<file path="config.mk">
export PLATFORM = sky130hd
export DESIGN_NAME = gb_pixel_scaler
export DESIGN_NICKNAME = d
export VERILOG_FILES = /design/src/rtl/gb_pixel_scaler.sv
export SDC_FILE = /design/constraint.sdc
export NUM_CORES = 1
export LEC_CHECK = 0
export CELL_PAD_IN_SITES_DETAIL_PLACEMENT = 0
export CELL_PAD_IN_SITES_GLOBAL_PLACEMENT = 1
export CORE_ASPECT_RATIO = 0.5
export CORE_MARGIN = 2
export CORE_UTILIZATION = 35
export CTS_CLUSTER_SIZE = 8
export DETAILED_ROUTE_END_ITERATION = 16
export HOLD_SLACK_MARGIN = 0.06
export PLACE_DENSITY = 0.8
export SYNTH_ARGS = -nofsm -noshare
export SYNTH_HDL_FRONTEND = slang
export SYNTH_SLANG_ARGS = --single-unit
</file>
<file path="constraint.sdc">
create_clock -name fbclk -period 3.4 [get_ports fbclk]
set_input_delay 0.34 -clock fbclk [delete_from_list [all_inputs] [get_ports fbclk]]
set_output_delay 0.34 -clock fbclk [all_outputs]
set_load 0.01 [all_outputs]
</file>
<file path="src/rtl/gb_pixel_scaler.sv">
// gb_pixel_scaler: fetches Game Boy 2bpp pixels from a 160x144 framebuffer,
// upscales them by an integer factor with counters only, centres the image
// in the 640x480 raster and emits RGB plus timing aligned 3 fbclk after x/y.
// Optional build macro: GB_GRID_EN darkens the last sub-row/sub-column of
// every source pixel to give an LCD grid look.
module gb_pixel_scaler #(
  parameter int SCALE  = 3,
  parameter int GB_W   = 160,
  parameter int GB_H   = 144,
  parameter int WIN_X0 = 80,
  parameter int WIN_Y0 = 24,
  parameter logic [23:0] BORDER_RGB = 24'h202020,
  parameter logic [23:0] PAL0 = 24'hE0F8D0,
  parameter logic [23:0] PAL1 = 24'h88C070,
  parameter logic [23:0] PAL2 = 24'h346856,
  parameter logic [23:0] PAL3 = 24'h081820
) (
  input  logic        fbclk,
  input  logic        rst_b,
  input  logic [11:0] x_in,
  input  logic [11:0] y_in,
  input  logic        hs_in,
  input  logic        vs_in,
  input  logic        border_in,
  output logic [14:0] fb_addr,
  output logic        fb_rd,
  input  logic [1:0]  fb_data,
  output logic [7:0]  r,
  output logic [7:0]  g,
  output logic [7:0]  b,
  output logic        hs_out,
  output logic        vs_out,
  output logic        de_out,
  output logic        frame_start
);

  // Window bounds and counter limits, sized to the signals they compare with.
  localparam logic [11:0] X0       = 12'(WIN_X0);
  localparam logic [11:0] X1       = 12'(WIN_X0 + GB_W * SCALE);
  localparam logic [11:0] Y0       = 12'(WIN_Y0);
  localparam logic [11:0] Y1       = 12'(WIN_Y0 + GB_H * SCALE);
  localparam logic [1:0]  S_LAST   = 2'(SCALE - 1);
  localparam logic [7:0]  GX_LAST  = 8'(GB_W - 1);
  localparam logic [7:0]  GY_LAST  = 8'(GB_H - 1);
  localparam logic [14:0] ROW_STEP = 15'(GB_W);

  // Pixel class carried down the pipe.
  localparam logic [1:0] CLS_BLANK  = 2'd0;
  localparam logic [1:0] CLS_BORDER = 2'd1;
  localparam logic [1:0] CLS_WIN    = 2'd2;

  // Counter state.
  logic [1:0]  sx, sy;
  logic [7:0]  gx, gy;
  logic [14:0] row_base;

  // Combinational current/next counter values.
  logic        in_x, in_y, in_win;
  logic [1:0]  sx_cur, sx_nxt, sy_cur;
  logic [7:0]  gx_cur, gx_nxt, gy_cur;
  logic [14:0] row_cur;
  logic [1:0]  cls_cur;

  // Pipeline registers.
  logic [1:0]  cls1, cls2;
  logic        hs1, hs2, vs1, vs2, de1, de2, rd2;
  logic [23:0] rgb_nxt;
  logic [23:0] pal_sel;

`ifdef GB_GRID_EN
  logic        grid1, grid2;
`endif

  // Halve each 8-bit channel of a packed RGB value.
  function automatic logic [23:0] halve_rgb(input logic [23:0] c);
    return {1'b0, c[23:17], 1'b0, c[15:9], 1'b0, c[7:1]};
  endfunction

  // Window membership of the current raster position.
  always_comb begin
    in_x   = (x_in >= X0) && (x_in < X1);
    in_y   = (y_in >= Y0) && (y_in < Y1);
    in_win = in_x && in_y;
    if (border_in) begin
      cls_cur = CLS_BLANK;
    end else if (in_win) begin
      cls_cur = CLS_WIN;
    end else begin
      cls_cur = CLS_BORDER;
    end
  end

  // Vertical counters: re-armed at the window top, stepped once per line at x==0.
  // The stepped value is used for the current pixel too so a window starting
  // at x==0 still sees the right source row.
  always_comb begin
    sy_cur  = sy;
    gy_cur  = gy;
    row_cur = row_base;
    if (x_in == 12'd0) begin
      if (y_in == Y0) begin
        sy_cur  = 2'd0;
        gy_cur  = 8'd0;
        row_cur = 15'd0;
      end else if (in_y) begin
        if (sy == S_LAST) begin
          sy_cur = 2'd0;
          if (gy != GY_LAST) begin
            gy_cur  = gy + 8'd1;
            row_cur = row_base + ROW_STEP;
          end else begin
            gy_cur  = gy;
            row_cur = row_base;
          end
        end else begin
          sy_cur = sy + 2'd1;
        end
      end else begin
        sy_cur = sy;
      end
    end else begin
      sy_cur = sy;
    end
  end

  // Horizontal counters: cleared at the window's left edge, stepped while inside.
  always_comb begin
    if (x_in == X0) begin
      sx_cur = 2'd0;
      gx_cur = 8'd0;
    end else begin
      sx_cur = sx;
      gx_cur = gx;
    end
    sx_nxt = sx_cur;
    gx_nxt = gx_cur;
    if (in_win) begin
      if (sx_cur == S_LAST) begin
        sx_nxt = 2'd0;
        if (gx_cur != GX_LAST) begin
          gx_nxt = gx_cur + 8'd1;
        end else begin
          gx_nxt = gx_cur;
        end
      end else begin
        sx_nxt = sx_cur + 2'd1;
      end
    end else begin
      sx_nxt = sx_cur;
    end
  end

  // Counter state and stage-1 fetch request / frame pulse.
  always_ff @(posedge fbclk) begin
    if (!rst_b) begin
      sx          <= 2'd0;
      gx          <= 8'd0;
      sy          <= 2'd0;
      gy          <= 8'd0;
      row_base    <= 15'd0;
      fb_addr     <= 15'd0;
      fb_rd       <= 1'b0;
      frame_start <= 1'b0;
    end else begin
      sx          <= sx_nxt;
      gx          <= gx_nxt;
      sy          <= sy_cur;
      gy          <= gy_cur;
      row_base    <= row_cur;
      fb_addr     <= row_cur + {7'd0, gx_cur};
      fb_rd       <= in_win;
      frame_start <= (x_in == 12'd0) && (y_in == 12'd0);
    end
  end

  // Class and timing bits travel alongside the fetch (stages 1 and 2).
  always_ff @(posedge fbclk) begin
    if (!rst_b) begin
      cls1 <= CLS_BLANK;
      cls2 <= CLS_BLANK;
      hs1  <= 1'b0;
      hs2  <= 1'b0;
      vs1  <= 1'b0;
      vs2  <= 1'b0;
      de1  <= 1'b0;
      de2  <= 1'b0;
      rd2  <= 1'b0;
    end else begin
      cls1 <= cls_cur;
      cls2 <= cls1;
      hs1  <= hs_in;
      hs2  <= hs1;
      vs1  <= vs_in;
      vs2  <= vs1;
      de1  <= !border_in;
      de2  <= de1;
      rd2  <= fb_rd;
    end
  end

`ifdef GB_GRID_EN
  // Grid flag: last sub-column or sub-row of a source pixel, piped to stage 3.
  always_ff @(posedge fbclk) begin
    if (!rst_b) begin
      grid1 <= 1'b0;
      grid2 <= 1'b0;
    end else begin
      grid1 <= (sx_cur == S_LAST) || (sy_cur == S_LAST);
      grid2 <= grid1;
    end
  end
`endif

  // Palette lookup and colour selection for the output register.
  always_comb begin
    case (fb_data)
      2'd0:    pal_sel = PAL0;
      2'd1:    pal_sel = PAL1;
      2'd2:    pal_sel = PAL2;
      2'd3:    pal_sel = PAL3;
      default: pal_sel = PAL0;
    endcase
    rgb_nxt = 24'h000000;
    if ((cls2 == CLS_WIN) && rd2) begin
`ifdef GB_GRID_EN
      if (grid2) begin
        rgb_nxt = halve_rgb(pal_sel);
      end else begin
        rgb_nxt = pal_sel;
      end
`else
      rgb_nxt = pal_sel;
`endif
    end else if (cls2 == CLS_BORDER) begin
      rgb_nxt = BORDER_RGB;
    end else begin
      rgb_nxt = 24'h000000;
    end
  end

  // Stage 3: registered RGB and timing outputs.
  always_ff @(posedge fbclk) begin
    if (!rst_b) begin
      r      <= 8'd0;
      g      <= 8'd0;
      b      <= 8'd0;
      hs_out <= 1'b0;
      vs_out <= 1'b0;
      de_out <= 1'b0;
    end else begin
      r      <= rgb_nxt[23:16];
      g      <= rgb_nxt[15:8];
      b      <= rgb_nxt[7:0];
      hs_out <= hs2;
      vs_out <= vs2;
      de_out <= de2;
    end
  end

endmodule

</file>
Yosys cells after proc, flatten, opt, wreduce, memory -nomap -nowiden. Index checks and enable logic that the tools add are counted.

Add/subtract/negate cells: 6. Magnitude comparators: 4. Equal/unequal tests: 11. Muxes and demuxes: 23. Bitwise gates (word level): 1. Reductions and logical operators: 15.

Operators with widths (count): 24-bit one-hot mux with 4 select lines (1); 15-bit two-way mux (5); 8-bit two-way mux (8); 12-bit logical NOT (2); 24-bit two-way mux (1); 22-bit two-way mux (1); 8-bit by 1-bit adder with 8-bit output (second input constant) (2); 8-bit inequality test (second input constant) (2); 15-bit by 8-bit adder with 15-bit output (1); 15-bit by 8-bit adder with 15-bit output (second input constant) (1); 2-bit two-way mux (7); 12-bit by 5-bit equality test with 1-bit output (second input constant) (1); 12-bit by 7-bit equality test with 1-bit output (second input constant) (1); 12-bit by 5-bit greater-or-equal comparator with 1-bit output (second input constant) (1); 12-bit by 7-bit greater-or-equal comparator with 1-bit output (second input constant) (1); 12-bit by 10-bit < comparator with 1-bit output (second input constant) (1); 12-bit by 9-bit < comparator with 1-bit output (second input constant) (1); 2-bit equality test (second input constant) (5); 2-bit nonzero test (3); 1-bit logical AND (5); 2-bit by 1-bit adder with 2-bit output (second input constant) (2); 2-bit by 1-bit equality test with 1-bit output (second input constant) (2); 4-bit AND reduction (1); 2-bit logical NOT (1); other kinds (4) (4).

Register bits: 90. Input port bits: 31. Output and inout port bits: 44. Word-level logic and storage cells: 83.

Logic depth before layout (Yosys ltp). Gate-level depths: netlist of run 1.

Depth after elaboration: 7. Mapped depth: 15. Mapped depth without buffers: 14.

Least setup slack after synthesis of run 1. Ideal clock, no wire load.

Path type: input -> register. Start: input port x_in[3]. End: register fb_addr[9]. Setup time: 121 ps. Arrival time: 3408 ps. Path slack: -129 ps. Stages: 14. Path through: nor4_2 and3_1 clkbuf_1 and2_1 buf_2 buf_1 nor2_1 ha_1 o21ai_0 a21oi_1 o21a_1 mux2_2 a31oi_1 mux2_2.

Word-level cells in the longest chain between the ends: 3.

RTL lines: start, declared (line 20) `input logic [11:0] x_in,`; 12-bit logical NOT (line 100) `if (x_in == 12'd0) begin`; 15-bit two-way mux (line 100); net row_cur[5] (line 61) `logic [14:0] row_cur;`; 15-bit by 8-bit adder with 15-bit output (line 170) `fb_addr <= row_cur + {7'd0, gx_cur};`; end signal, assigned (line 170); end, declared (line 25) `output logic [14:0] fb_addr,`.

The timed path passes the listed nets, and every way through them passes these cells. A chain may end at the register's enable or synchronous reset.

Worst setup path after layout of run 1. Ends and elaborated chain as after synthesis.

==> results of run 1 <==
[layer usage]
metal / up-vias / part of all wire [%] / GRT usage (%)
met1: 1512 / 50 / 21.34
met3: 10 / 4.4 / 3.750
met4: 0 / 1.2 / 5.377
li1: 1694 / - / -
met2: 63 / 44 / 25.30
met5: - / 0 / 0
[through the flow]
step	worst slack [ns]	total power, µW	hold WS, ns
after floorplan	0.01342	949.1	0.4119
after global placement	-0.4428	1016	0.4150
after detailed placement	-0.4689	1017	0.4179
after CTS	0.00009592	1949	0.4332
after global routing	-0.04081	2004	0.4214
final	0.05966	1934	0.4050
[cell families after synthesis]
logic type | count (synthesis) | share of synthesized area (%)
compound gates | 65 | 12.43
simple gates | 189 | 28.88
other cells | 1 | 0.1004
flops | 75 | 40.20
buf+inv | 40 | 5.561
xor+xnor | 22 | 5.159
mux | 5 | 1.440
fa+ha+maj | 18 | 6.231
[worst max-delay path: stages]
cell             delay, ns
clkdlybuf4s50_1       0.46
nor4_4                0.33
and3_4                0.26
buf_6                 0.13
nand3_4               0.12
nor2_4                0.15
xnor2_2               0.13
nor2_2                0.06
ha_2                  0.18
or3_4                 0.32
o21a_1                0.24
buf_4                 0.15
and3_1                0.17
a31oi_1               0.17
mux2_2                0.35
[synth_stat cells (all sizes together) (2+ instances only)]
cell	instances
o21ai	10
buf	18
and2	29
a211oi	3
nor2	48
nand4bb	2
and3	16
inv	11
a311oi	2
mux2	3
nor4b	3
xnor2	10
nor2b	2
o31ai	2
nor4	10
a21oi	19
nand2	24
and4b	3
nand4	9
nand3	11
a21o	2
mux2i	2
o2111ai	3
a31oi	5
nor3	12
nand2b	4
o21a	6
a211o	2
or2	2
dfxtp	75
ha	17
clkbuf	11
or3	6
nor3b	5
xor2	12
[sequential cells by signal, summed over array words and instances (netlist names), 2 cells and up]
name,cells
sx,2
gx,8
row_base,15
cls2,2
fb_addr,15
cls1,2
r,3
gy,8
g,4
b,2
sy,2
[report_power, final]
group / switching [µW] / internal, µW / leakage, µW / total (µW)
combinational: 54.9 / 62.2 / 0.00155 / 117
clock: 417 / 513 / 0.000141 / 931
sequential: 1.53 / 885 / 0.000606 / 886
[layout make-up]
class / instances / area (µm²) / area share (%)
clock buffers: 9 / 225.2 / 4.147
clock inverters: 7 / 65.06 / 1.198
inverters: 11 / 41.29 / 0.7602
multi-input cells: 306 / 2206 / 40.61
flip-flops and latches: 75 / 1501 / 27.64
well taps: 140 / 175.2 / 3.225
repair buffers: 138 / 1217 / 22.41
[repair_timing]
item / CTS / global route
pin swaps: 4 / 14
endpoints found under the setup margin: 5 / 8
hold buffers: 0 / 0
resized for setup: 10 / 27
cloned: 0 / 0
setup buffers: 4 / 7
[path summary, 6_finish.rpt]
path / start / to / slack (ns) / cells after the start
worst max-delay path: x_in[3] / fb_addr[9]$_SDFF_PN0_ / 0.06 / 15
worst min-delay path: y_in[4] / frame_start$_SDFF_PN0_ / 0.40 / 3
worst max register to register: gy[0]$_SDFFE_PN0P_ / fb_addr[9]$_SDFF_PN0_ / 0.22 / 14
worst min register to register: cls1[1]$_SDFF_PP0_ / cls2[1]$_SDFF_PN0_ / 0.43 / 1
==> impl_metrics.ini, run 1 <==
[power_and_ir_drop]
leakagePower_uw = 0.002295
vdd_drop_max_v = 0.0002186
power.density_nw_per_um2 = 356.0

[route]
post_drt_via_cell_ratio = 4.780
firstDrtPassIters = 4
routedWlPerCell_um = 13.02
drc = 0
wirelength_mm = 8.931
ant_nets = 0
drt_iter0_drc = 159
vias = 3279

[yosys]
yosysWarningCount = 0
synthCells = 415
synth_edf_count = 0
netlist.area_leader.share_pct = 40.20
synth-main-ff-cell = dfxtp_1
ys_types = 63
seq_area_frac_synth_pct = 40.20
ys_ff_latch = 75
synth.area.top_cells = dfxtp_1, ha_1, and2_1
syn_area_um2 = 3735
syn_area_per_cell_um2 = 9.000
synth_top_cell_by_area = dfxtp_1
synth_async_sr_flop_share_pct = 0

[cells_and_area]
drive_gt1_share_pct = 22.89
post-route-util_pct = 52.84
mostFrequentLayoutCells = dfxtp_1, buf_4, clkdlybuf4s50_1, nor2_1, and2_1
diodes = 0
syn2layout_area_growth_pct = 45.43
fin_cells = 686
fillers = 927
design_area_um2 = 5431
nets = 590
layout_commonest_cell = dfxtp_1

[setup_path]
cp-start-kind = primary input
critPathMaxFanout = 6
critPathKind = primary input to register
cp.arrival_ns = 3.57
critPathRequiredTime_ns = 3.63
cp-end-kind = register

[placement]
place_inst = 659
port_buffers = 67
place_congestion = 0.8619
dpl-instance-area_um2 = 4911
dp_hpwl_mm = 6.480

[sta]
finalSetupViolCount = 0
fin_skew_ns = 0.006469
post-route-period-util_pct = 98.25
slew_headroom_pct = 52.10
worstMarginPinSlew_ns = 0.7177
hold_viol_final = 0
finalMaxSlewViolations = 0
layout_min_cycle_time_ns = 3.340
setup_tns_ns = 0
max_freq_mhz = 299.4

[grt]
grt_max_degree = 28
overflow = 0
antenna_found_initial = 0
grt_pass1_wl_mm = 14.73
track_usage_pct = 15.95
grt_pass1_vias = 3115

[floorplanning]
design.die.area_um2 = 11560
start_util_pct = 36.33
core.rowCount = 26
die_h_um = 77.05
die_w_um = 150.1
pin_count = 75
core-area_um2 = 10280

[cts]
clkTransAtPathRegs_ns = 0.06
h-tree-depth = 3
ctsRootBufferMaster = clkbuf_16
clockBufferDepth = 2
worstSkewPairLatency_ns = 0.34
cts_tree = done
cts.sink_count = 75
cts_made_buffers = 9

[hold_path]
hold_class = primary input to register

[run_status]
status = finished, final reports clean

[run]
max_cap_viol_count = 0
No activity file was read; power rests on OpenSTA's default activity.
==> run 2, diff against run 1 <==
--- a/config.mk
+++ b/config.mk
@@ -5,11 +5,11 @@
 export SDC_FILE = /design/constraint.sdc
 export NUM_CORES = 1
 export LEC_CHECK = 0
-export CELL_PAD_IN_SITES_DETAIL_PLACEMENT = 0
-export CELL_PAD_IN_SITES_GLOBAL_PLACEMENT = 1
+export CELL_PAD_IN_SITES_DETAIL_PLACEMENT = 1
+export CELL_PAD_IN_SITES_GLOBAL_PLACEMENT = 2
 export CORE_ASPECT_RATIO = 0.5
-export CORE_MARGIN = 2
-export CORE_UTILIZATION = 35
+export CORE_MARGIN = 10
+export CORE_UTILIZATION = 28
 export CTS_CLUSTER_SIZE = 8
 export DETAILED_ROUTE_END_ITERATION = 16
 export HOLD_SLACK_MARGIN = 0.06
==> impl_metrics.ini, run 2 (synthesis gave the netlist of run 1 again) <==
[sta]
setup_tns_ns = 0
post-route-period-util_pct = 98.75
hold_viol_final = 0
max_freq_mhz = 297.8
finalMaxSlewViolations = 0
layout_min_cycle_time_ns = 3.357
slew_headroom_pct = 60.82
fin_skew_ns = 0.006079
worstMarginPinSlew_ns = 0.5728
finalSetupViolCount = 0

[cts]
worstSkewPairLatency_ns = 0.34
clockBufferDepth = 2
postCtsHoldBufs = 0
clkTransAtPathRegs_ns = 0.06
cts_tree = done
h-tree-depth = 3
cts.sink_count = 75
ctsRootBufferMaster = clkbuf_16
cts_made_buffers = 9

[grt]
grt_pass1_wl_mm = 17.50
grt_pass1_vias = 3508
overflow = 0
antenna_found_initial = 0
track_usage_pct = 11.46
grt_max_degree = 28

[cells_and_area]
fillers = 1464
layout_commonest_cell = dfxtp_1
regArea_um2 = 1501
diodes = 0
post-route-util_pct = 42.15
top_regs = fb_addr x15, row_base x15
design_area_um2 = 5414
mostFrequentLayoutCells = dfxtp_1, buf_4, clkdlybuf4s50_1, nor2_1, and2_1
nets = 576
drive_gt1_share_pct = 20.68
syn2layout_area_growth_pct = 44.96
fin_cells = 702
multiInputGateArea_um2 = 2216

[run_status]
status = finished, final reports clean

[floorplanning]
core-area_um2 = 12840
die_w_um = 183.3
core.rowCount = 29
die_h_um = 101.7
design.die.area_um2 = 18640
pin_count = 75
start_util_pct = 29.08

[hold_path]
holdCritStartpoint = y_in[3]
hold_class = primary input to register
worstHoldPathCells = 3
worstHoldEndpoint = frame_start$_SDFF_PN0_

[route]
drt_iter0_drc = 93
ant_nets = 0
firstDrtPassIters = 4
drc = 0
vias = 3313
routedWlPerCell_um = 15.36
post_drt_via_cell_ratio = 4.719
wirelength_mm = 10.78

[placement]
dp_hpwl_mm = 8.152
dpl-instance-area_um2 = 4881
port_buffers = 67
place_inst = 680
place_congestion = 0.7832

[setup_path]
cp-end-kind = register
r2r_cells = 14
reg2reg_from = gy[0]$_SDFFE_PN0P_
critPathMaxFanout = 4
cp.arrival_ns = 3.59
critPathRequiredTime_ns = 3.63
r2r_setup_slack_ns = 0.07
cp-start-kind = primary input
reg2reg_to = fb_addr[9]$_SDFF_PN0_
critPathKind = primary input to register

[run]
max_cap_viol_count = 0

[power_and_ir_drop]
power.density_nw_per_um2 = 368.2
leakagePower_uw = 0.002320
vdd_drop_max_v = 0.0002164
finalPower_uw = 1993
[run 2: worst max-delay path by stage]
stage / startpoint / to / slack, ns / cells after the start
2_1_floorplan: y_in[3] / fb_addr[9]$_SDFF_PN0_ / 0.01 / 13
3_3_place_gp: y_in[8] / fb_addr[9]$_SDFF_PN0_ / -0.38 / 13
3_5_place_dp: y_in[8] / fb_addr[14]$_SDFF_PN0_ / -0.45 / 14
4_1_cts: x_in[9] / fb_addr[9]$_SDFF_PN0_ / 0.008 / 14
5_1_grt: gy[0]$_SDFFE_PN0P_ / fb_addr[9]$_SDFF_PN0_ / -0.05 / 14
6_report: y_in[4] / fb_addr[9]$_SDFF_PN0_ / 0.04 / 14
[run 2: critical path, cell delays in order]
cell	delay, ns
dlygate4sd2_1	0.29
o311a_4	0.41
a221oi_4	0.35
nand3_4	0.17
nor2_4	0.15
xnor2_2	0.14
nor2_1	0.09
ha_2	0.20
or3_4	0.34
o21a_4	0.24
buf_4	0.13
and3_1	0.18
a31oi_1	0.19
mux2_2	0.36
[run 2: per-stage QoR]
step / worst slack [ns] / hold WS (ns)
final: 0.04250 / 0.3679
after global routing: -0.05152 / 0.3891
after CTS: 0.007960 / 0.3892
after detailed placement: -0.4481 / 0.4211
after global placement: -0.3787 / 0.4143
after floorplan: 0.01342 / 0.4119
[run 2: report_power, final]
part           switching (µW)  internal (µW)  total, µW
Clock                     413            581        994
Combinational            55.3           57.3        113
Sequential               1.63            885        886
Total                     470           1520       1990
[run 2: layer usage]
metal | vias up | global-route usage [%] | wire (µm)
met5 | - | 0 | 0
met4 | 0 | 3.942 | 172
met1 | 1591 | 13.14 | 4886
met3 | 13 | 3.287 | 464
li1 | 1660 | - | -
met2 | 49 | 20.26 | 5261
[run 2: cell type report]
class / count / area share (%)
multi-input combinational: 306 / 40.93
inverter: 11 / 0.7627
clock buffer: 9 / 4.160
timing repair buffer: 124 / 20.94
tap: 170 / 3.929
clock inverter: 7 / 1.548
sequential: 75 / 27.73
[run 2: what timing repair did]
item	4_1_cts	5_1_grt
resized for setup	10	37
setup endpoints to repair	3	5
setup buffers	2	4
pin swaps	9	17
